==> src/rtl/uart_rx_pkg.sv <==
// Shared UART RX definitions: stop-checker states and stop-bit polarity constants.
// Latency: n/a (types and constants only).
// Backpressure: n/a.
package uart_rx_pkg;

  typedef enum logic [1:0] {
    IDLE   = 2'd0,
    CHECK  = 2'd1,
    REPORT = 2'd2
  } stop_chk_state_e;

  // Idle/stop level of the RX line.
  localparam logic STOP_BIT = 1'b1;

  // Per-frame verdict encodings.
  localparam logic STP_ERR = 1'b1;
  localparam logic STP_OK  = 1'b0;

endpackage

==> src/rtl/stop_frame_check.sv <==
// Stop-bit checker: verifies 1..NUM_STOP_MAX stop samples per frame, registered verdict, sticky flag; err_cnt only with STOP_ERR_CNT_EN.
// Latency: frame_done/stp_err rise one cycle after the edge that captures the last stop sample.
// Backpressure: none; samples are taken whenever sample_vld is high in CHECK, chk_start always wins.
module stop_frame_check
  import uart_rx_pkg::*;
#(
  parameter int NUM_STOP_MAX = 2,
  parameter int CNT_W        = 8,
  parameter int IDX_W        = $clog2(NUM_STOP_MAX + 1)
) (
  input  logic             CLK,
  input  logic             RST,
  input  logic             chk_start,
  input  logic [IDX_W-1:0] stop_num,
  input  logic             sample_vld,
  input  logic             sampled_bit,
  input  logic             err_clr,
  output logic             busy,
  output logic             frame_done,
  output logic             stp_err,
  output logic             err_sticky,
  output logic [CNT_W-1:0] err_cnt
);

  localparam logic [IDX_W-1:0] IDX_ONE = IDX_W'(1);
  localparam logic [IDX_W-1:0] IDX_MAX = IDX_W'(NUM_STOP_MAX);

  stop_chk_state_e  state_q, state_d;
  logic [IDX_W-1:0] index_q, index_d;
  logic [IDX_W-1:0] target_q, target_d;
  logic             acc_q, acc_d;
  logic             frame_done_q, frame_done_d;
  logic             stp_err_q, stp_err_d;
  logic             err_sticky_q, err_sticky_d;
  logic [IDX_W-1:0] stop_num_clamped;
  logic             in_report;
  logic             report_err;

  assign in_report  = (state_q == REPORT);
  assign report_err = in_report && (acc_q == STP_ERR);

  // Requested stop count forced into 1..NUM_STOP_MAX.
  always_comb begin
    stop_num_clamped = stop_num;
    if (stop_num == '0) begin
      stop_num_clamped = IDX_ONE;
    end else if (stop_num > IDX_MAX) begin
      stop_num_clamped = IDX_MAX;
    end
  end

  // Frame sequencing: a new chk_start always restarts, otherwise count samples to target.
  always_comb begin
    state_d  = state_q;
    index_d  = index_q;
    target_d = target_q;
    acc_d    = acc_q;
    if (chk_start) begin
      // Any state: begin (or restart) a frame; a coincident sample is dropped.
      state_d  = CHECK;
      index_d  = '0;
      acc_d    = STP_OK;
      target_d = stop_num_clamped;
    end else begin
      case (state_q)
        IDLE: begin
          state_d = IDLE;
        end
        CHECK: begin
          if (sample_vld) begin
            acc_d   = acc_q | (sampled_bit != STOP_BIT);
            index_d = index_q + IDX_ONE;
            if (index_d == target_q) begin
              state_d = REPORT;
            end
          end
        end
        REPORT: begin
          state_d = IDLE;
        end
        default: begin
          state_d = IDLE;
        end
      endcase
    end
  end

  // Verdict and sticky flag, both updated on the edge leaving REPORT; set beats clear.
  always_comb begin
    frame_done_d = in_report;
    stp_err_d    = in_report ? acc_q : stp_err_q;
    err_sticky_d = (err_sticky_q & ~err_clr) | report_err;
  end

  // State and status registers.
  always_ff @(posedge CLK or negedge RST) begin
    if (!RST) begin
      state_q      <= IDLE;
      index_q      <= '0;
      target_q     <= '0;
      acc_q        <= STP_OK;
      frame_done_q <= 1'b0;
      stp_err_q    <= STP_OK;
      err_sticky_q <= 1'b0;
    end else begin
      state_q      <= state_d;
      index_q      <= index_d;
      target_q     <= target_d;
      acc_q        <= acc_d;
      frame_done_q <= frame_done_d;
      stp_err_q    <= stp_err_d;
      err_sticky_q <= err_sticky_d;
    end
  end

`ifdef STOP_ERR_CNT_EN
  logic [CNT_W-1:0] err_cnt_q, err_cnt_d;

  // Saturating error-frame counter: clear first, then count this frame's error.
  always_comb begin
    err_cnt_d = err_clr ? '0 : err_cnt_q;
    if (report_err && (err_cnt_d != '1)) begin
      err_cnt_d = err_cnt_d + CNT_W'(1);
    end
  end

  // Counter register.
  always_ff @(posedge CLK or negedge RST) begin
    if (!RST) begin
      err_cnt_q <= '0;
    end else begin
      err_cnt_q <= err_cnt_d;
    end
  end

  assign err_cnt = err_cnt_q;
`else
  assign err_cnt = '0;
`endif

  assign busy       = (state_q == CHECK);
  assign frame_done = frame_done_q;
  assign stp_err    = stp_err_q;
  assign err_sticky = err_sticky_q;

endmodule

==> config.mk <==
export PLATFORM = sky130hd
export DESIGN_NAME = stop_frame_check
export DESIGN_NICKNAME = d
export VERILOG_FILES = /design/src/rtl/uart_rx_pkg.sv /design/src/rtl/stop_frame_check.sv
export SDC_FILE = /design/constraint.sdc
export NUM_CORES = 1
export LEC_CHECK = 0
export CORE_AREA = 4 4 41 43
export DETAILED_ROUTE_END_ITERATION = 10
export DIE_AREA = 0 0 45 47
export GPL_TIMING_DRIVEN = 0
export PLACE_DENSITY = 0.72
export SYNTH_ARGS = -nofsm -noshare
export SYNTH_HDL_FRONTEND = slang
export SYNTH_SLANG_ARGS = --single-unit
==> constraint.sdc <==
create_clock -name CLK -period 1.33 [get_ports CLK]
set_clock_uncertainty 0.15 [all_clocks]
set_input_delay 0.133 -clock CLK [delete_from_list [all_inputs] [get_ports CLK]]
set_output_delay 0.133 -clock CLK [all_outputs]
set_load 0.05 [all_outputs]
# Yosys cells after proc, flatten, opt, wreduce, memory -nomap -nowiden
# Cells that the tools add are included.
# op_classes
reduce_logical,6
n_eq_ne,5
add_sub_neg,1
magnitude_cmp,1
mux,12
bitwise,5
# op_table
operator,n
2-bit 2-to-1 mux,9
2-bit AND reduction,2
2-bit nonzero test,2
1-bit 2-to-1 mux,3
"3-bit by 2-bit != test with 1-bit output, second input constant",1
"3-bit != test, second input constant",1
"2-bit by 1-bit adder with 2-bit output, second input constant",1
"2-bit by 1-bit equality test with 1-bit output, second input constant",1
2-bit equality test,1
"2-bit equality test, second input constant",1
"2-bit > comparator, second input constant",1
2-bit logical NOT,1
1-bit NOT,2
1-bit bitwise OR,2
1-bit bitwise AND,1
1-bit logical AND,1
# word_totals
out_inout_bits,12
register_bits,10
in_bits,8
wordCells,37

# Longest topological paths before layout
# Gate-level depths: netlist (run 1).
# logic_depth
ltp_word,6
ltp_mapped,4
depth_no_buf,3

# Worst setup path before layout (run 1)
# OpenSTA, ideal clock, no wires.
# synth_path
path_kind,reg-to-reg
start,register state_q[1]
end,register state_q[0]
synth_period_minus_slack_ns,1.525
path_stages_with_launch,3
arrival_time_ns,1.307
path_buffers,0
required_time_ns,1.112
path_slack_ns,-0.195
setup_time_ns,0.068
cell_sequence,dfrtp_1 > nor2b_1 > o21a_1
# synth_via
elab_chain_len,3
word_cells_on_any_way,6
classes_between,eq/ne (3); mux (2); reduce/logical (1)
# synth_rtl
element,line_no,rtl
"start, declared",stop_frame_check.sv:28,"stop_chk_state_e state_q, state_d;"
"start signal, assigned",stop_frame_check.sv:106,state_q <= state_d;
2-bit by 1-bit equality test with 1-bit output (*),-,
named net busy,stop_frame_check.sv:18,"output logic busy,"
"3-bit by 2-bit != test with 1-bit output (no source line), or another cell as far along",-,
2-bit AND reduction (no source line) / 2-bit 2-to-1 mux (equally long branches),-,
# The timed path passes the listed nets; every way through them passes the cells marked *.
# A chain may end at the register's enable or synchronous reset.

# Worst setup path in the final report (run 1)
# layout_path
start,register state_q[1]
end,output port busy
# layout_via
elab_chain_len,1
# layout_rtl
element,line_no,rtl
2-bit by 1-bit equality test with 1-bit output,stop_frame_check.sv:141,assign busy = (state_q == CHECK);
"end, declared",stop_frame_check.sv:18,
# No other way between the ends.

==> run metrics, run 1 <==
commonest non-fill, non-tap cells in the layout=buf_4 (11), dfrtp_1 (10), conb_1 (8), clkdlybuf4s50_1 (5); commonest non-fill, non-tap cell in the layout=buf_4; TritonRoute pass-1 iters=3; crit-path cells=nor2b_2, buf_6; Vias/cell=~4.3; mux cell area share after synthesis=6.813%; total vias in the final route=351; HP Class=in -> async; Crit path max-delay family=flip-flops; synth warn=0; Final nets=between 70 and 80; pre-CTS setup slack=-0.3169 ns; Chip Width=roughly 45 um; Total GRT Usage=around 8.9%; clock period minus worst slack=around 1.3 ns; Clk pin slew, worst setup/hold paths=0.06 ns; vias in the first global route=about 320; RSZ-0062 raised after global routing=yes; setup violators final=0; P per Cell Area=1179 mW/mm^2; final instance area=around 710 um^2; Seq/Total Area, Yosys=48.66%; die height=47 um; maxcap violations=0; CP bufs+invs=1; Synth Area in Adders=0%; layout cell share with drive strength beyond 1=a little under two fifths; Remaining DRCs=0; Syn Inst Count=44; Max Slew Vio Count=0; Critical Path Source Type=register; area delta synth->final=38.93%; worst hold slack=about 0.036 ns; crit path max fanout=5; Max VDD drop=0.7184 mV; num rows=13; Die Area=0.002115 mm^2; final wirelength=833 um; CTS tree=built; Synth Area in Compound Gates=~5.4%; largest net degree at the start of global routing=11; initial DRC count=2; static leakage=between 0.0003 and 0.0004 uW; GP Congestion=~0.76; Final ANT Viol Nets=0; fmax=773.3 MHz; initial antenna violation count=0; final worst path period share=97.23%; crit path DAT=a little over 1 ns; CTS root buf=clkbuf_4; first-pass GRT wire length=1311 um; slowest stage cell, crit path=dfrtp_1; DP Area=651.9 um^2; clk sinks=10; fin cells=82; WS Path Type=reg -> out; # diodes=0; Post-Synth XOR/XNOR Area=between 6 and 7%; CTS Buffer Depth=2; CP endpoint kind=output pin; largest family of logic cells by synthesized area=buffers and inverters; Seq cells post-synth=10; Ports=20; CP required=~1.1 ns; simple-gate share of the synthesized area=15.82%; Mapped Area=a little over 500 um^2; quantity of I/O buffers inserted on ports=9; core area=0.001301 mm^2; Wirelength per Cell=10.16 um; final worst slack=approximately 0.037 ns; synth unique cells=20; CTS Buf Count=3; Synth Area per Inst=around 12 um^2; Layout fillers=between 100 and 150; H-tree levels=1; placed cells=75; Initial Util=approximately two fifths; Detailed Place HPWL=654.2 um; run status=finished clean; CP max stage delay=around 0.42 ns; clk_lat worst skew=0.25 ns; grt ovf=0; Final Hold Fails=0
-- power by group --
group / switching [uW] / internal, uW / total, uW / leakage, uW
sequential: 28.7 / 339 / 368 / 0.000128
combinational: 162 / 126 / 289 / 0.000215
clock: 83.0 / 103 / 186 / 0.0000138
total: 274 / 568 / 843 / 0.000357
-- state kept, by name, indices dropped and copies added (netlist names) --
signal      flops
stp_err         1
index_q         2
state_q         2
frame_done      1
target_q        2
err_sticky      1
acc_q           1
-- final timing paths --
check | from | to | slack, ns | depth (start not counted)
setup / recovery | state_q[1] | busy | 0.04 | 2
hold / removal | RST | target_q[1] | 0.04 | 1
setup reg to reg | index_q[1] | state_q[0] | 0.10 | 3
hold reg to reg | acc_q | stp_err | 0.34 | 2
max in group asynchronous | RST | frame_done | 0.70 | 1
min in group CLK | chk_start | index_q[1] | 0.11 | 3
-- final cells by class --
class	count	area, um^2	area share [%]
clock buffers	3	22.52	3.152
plain buffers	9	71.32	9.982
repair buffers	13	130.1	18.21
multi-input cells	29	210.2	29.42
well taps	15	18.77	2.627
flip-flops and latches	10	250.2	35.03
inverters	3	11.26	1.576
-- worst register-to-register path, stage by stage, from the launching register on --
cell and delay, ns:
dfrtp_1 0.42, xnor2_2 0.19, mux2i_2 0.26, o21a_1 0.14
-- cells in the mapped netlist, drive strengths merged --
cell | n | area share, %
nor3b | 1 | 2.4
nand2 | 1 | 0.73
nor2 | 3 | 2.2
mux2 | 1 | 2.2
conb | 1 | 0.73
xor2 | 2 | 3.4
buf | 9 | 14
nand3b | 1 | 1.5
nor2b | 2 | 2.4
nand4b | 1 | 1.7
o21ba | 1 | 1.9
dfrtp | 10 | 49
inv | 3 | 2.2
o21a | 1 | 1.5
xnor2 | 1 | 3.2
and4bb | 2 | 4.9
mux2i | 2 | 4.6
o21ai | 2 | 1.9
-- logic make-up after synthesis --
family                 Yosys count
XOR/XNOR                         3
AND/OR/NAND/NOR                 11
flip-flops                      10
multiplexers                     3
AO/OA/AOI/OAI                    4
buffers and inverters           12
other                            1
-- metal layers --
| layer | global-route usage, % | wire length, um | vias to the layer above |
|---|---|---|---|
| li1 | - | - | 175 |
| met3 | 2.299 | 65 | 2 |
| met5 | 0 | 0 | - |
| met2 | 14.97 | 411 | 12 |
| met4 | 5.263 | 6 | 0 |
| met1 | 10.17 | 349 | 162 |
-- metrics by stage --
step / setup TNS (ns) / utilization, % / total power, uW
2_1_floorplan: 0 / - / 577.3
3_3_place_gp: -0.5943 / 50.10 / 640.0
3_5_place_dp: -0.6532 / 50.10 / 643.8
4_1_cts: 0 / 52.69 / 834.3
5_1_grt: -0.02290 / 54.90 / 891.3
6_report: 0 / 54.90 / 842.7
-- timing repair --
action / 4_1_cts / 5_1_grt
gates resized for setup: 15 / 2
setup buffers: 0 / 3
setup endpoints to repair: 4 / 3
hold buffers: 1 / 0
hold endpoints to repair: 5 / 0
Note: power is estimated with default switching activity, not from simulation.
==> run 2: changes to the inputs <==
- HOLD_SLACK_MARGIN: unset -> 0.12
- SKIP_CTS_REPAIR_TIMING: unset -> 1
==> run 2 against run 1 <==
Worst setup slack gained 0.0060 ns. Highest routed layer unchanged. Global-route usage shrank 0.32 points. Core utilization shrank 1.6 points. Hold slack gained 0.23 ns. Largest cell class unchanged. Sequential power grew 1%. Non-clock buffer count shrank 2. Routed wire length shrank 4.9%. Count of clock-buffer cells in the layout is the same. Final area shrank 3.0%. Sequential share of layout area grew 1.1 points. Critical path type is now in -> reg. Sequential cell count is the same. Clock power is essentially flat.
==> run metrics, run 2 (synthesized netlist as in run 1, its figures left out) <==
fin cells=80; final worst path period share=96.78%; Remaining DRCs=0; Ports=20; CTS root buf=clkbuf_4; Final nets=75; CTS Buf Count=3; # diodes=0; final wirelength=just under 800 um; layout cell share with drive strength beyond 1=32.31%; crit path DAT=1.27 ns; Vias/cell=around 4.2; run status=finished clean; Wirelength per Cell=just under 10 um; commonest non-fill, non-tap cell in the layout=dfrtp_1; first-pass GRT wire length=1255 um; Layout fillers=126; clk sinks=10; placed cells=75; commonest non-fill, non-tap cells in the layout=dfrtp_1 (10), buf_4 (8), conb_1 (8), clkdlybuf4s50_1 (5); Total GRT Usage=8.567%; CTS tree=built; RSZ-0062 raised after global routing=yes; Critical Path Source Type=primary input; GP Congestion=between 0.7 and 0.8; quantity of I/O buffers inserted on ports=9; grt ovf=0; area delta synth->final=34.79%; Detailed Place HPWL=654.2 um; clk_lat worst skew=0.25 ns; P per Cell Area=approximately 1200 mW/mm^2; Die Area=0.002115 mm^2; die height=~47 um; setup violators final=0; top flop regs=index_q: 2 flops, state_q: 2 flops, target_q: 2 flops; area of the multi-input gates=215.2 um^2; initial DRC count=3; DP Area=about 650 um^2; num rows=13; clock period minus worst slack=1.287 ns; Final Hold Fails=0; Max VDD drop=approximately 0.76 mV; TritonRoute pass-1 iters=3; vias in the first global route=slightly above 300; CP required=~1.3 ns; H-tree levels=1; Max Slew Vio Count=0; final instance area=693.2 um^2; WS Path Type=in -> reg; Initial Util=approximately two fifths; Chip Width=approximately 45 um; total vias in the final route=337; core area=between 0.001 and 0.0015 mm^2; Clk pin slew, worst setup/hold paths=0.06 ns; largest net degree at the start of global routing=11; fmax=776.9 MHz; CP endpoint kind=register; Setup TNS Final=0 ns; initial antenna violation count=0; Slew @ Worst Pin=0.4994 ns; static leakage=0.0003659 uW; CTS Buffer Depth=2; Slew headroom=66.65%; HP Class=in -> reg; maxcap violations=0; Final ANT Viol Nets=0; register area=250.2 um^2; crit path max fanout=6
## run 2: changes by cell type in the layout (fill, tap and decap cells not counted), sizes merged
cell and change:
dlymetal6s4s -1, clkdlybuf4s15 -3, dlygate4sd3 +2, buf -3
dlymetal6s2s +1, clkbuf +2
## run 2: routing by layer
metal / part of all wire, % / GRT usage (%) / vias to the layer above
li1: - / - / 171
met1: 41 / 9.693 / 152
met2: 50 / 14.41 / 12
met3: 8.1 / 2.299 / 2
met4: 0.76 / 5.263 / 0
met5: 0 / 0 / -
## run 2: worst paths after layout
path,from,endpoint,slack (ns),depth (start not counted)
hold / removal,chk_start,state_q[1],0.27,4
setup / recovery,chk_start,target_q[1],0.04,3
max in group asynchronous,RST,frame_done,0.16,2
setup reg to reg,index_q[1],state_q[0],0.11,3
min in group asynchronous,RST,index_q[0],0.58,2
hold reg to reg,acc_q,stp_err,0.34,2
## run 2: cell type report
type / count / share of cell area (%)
flip-flops and latches: 10 / 36.10
multi-input cells: 29 / 31.05
repair buffers: 11 / 14.98
plain buffers: 9 / 10.29
clock buffers: 3 / 3.249
well taps: 15 / 2.708
inverters: 3 / 1.625
## run 2: stage by stage
stage                     setup WS [ns]  hold slack [ns]  total power (uW)  utilization, %
after floorplan                 0.08097          -0.3126             577.3               -
after global placement          -0.3198           0.1798             640.0           50.10
after detailed placement        -0.3169           0.1800             643.8           50.10
after CTS                       -0.5940         -0.08987             836.1           51.83
after global routing          -0.007341           0.2963             880.1           53.27
final                           0.04279           0.2702             832.6           53.27
## run 2: worst max-delay path, cell delays in order
cell           delay, ns
buf_6               0.07
dlygate4sd3_1       0.69
mux2_2              0.37
## run 2: power breakdown
part | switching, uW | internal, uW | total (uW)
registers | 33.9 | 339 | 373
clock network | 83.2 | 103 | 187
logic | 156 | 118 | 273
total | 273 | 560 | 833
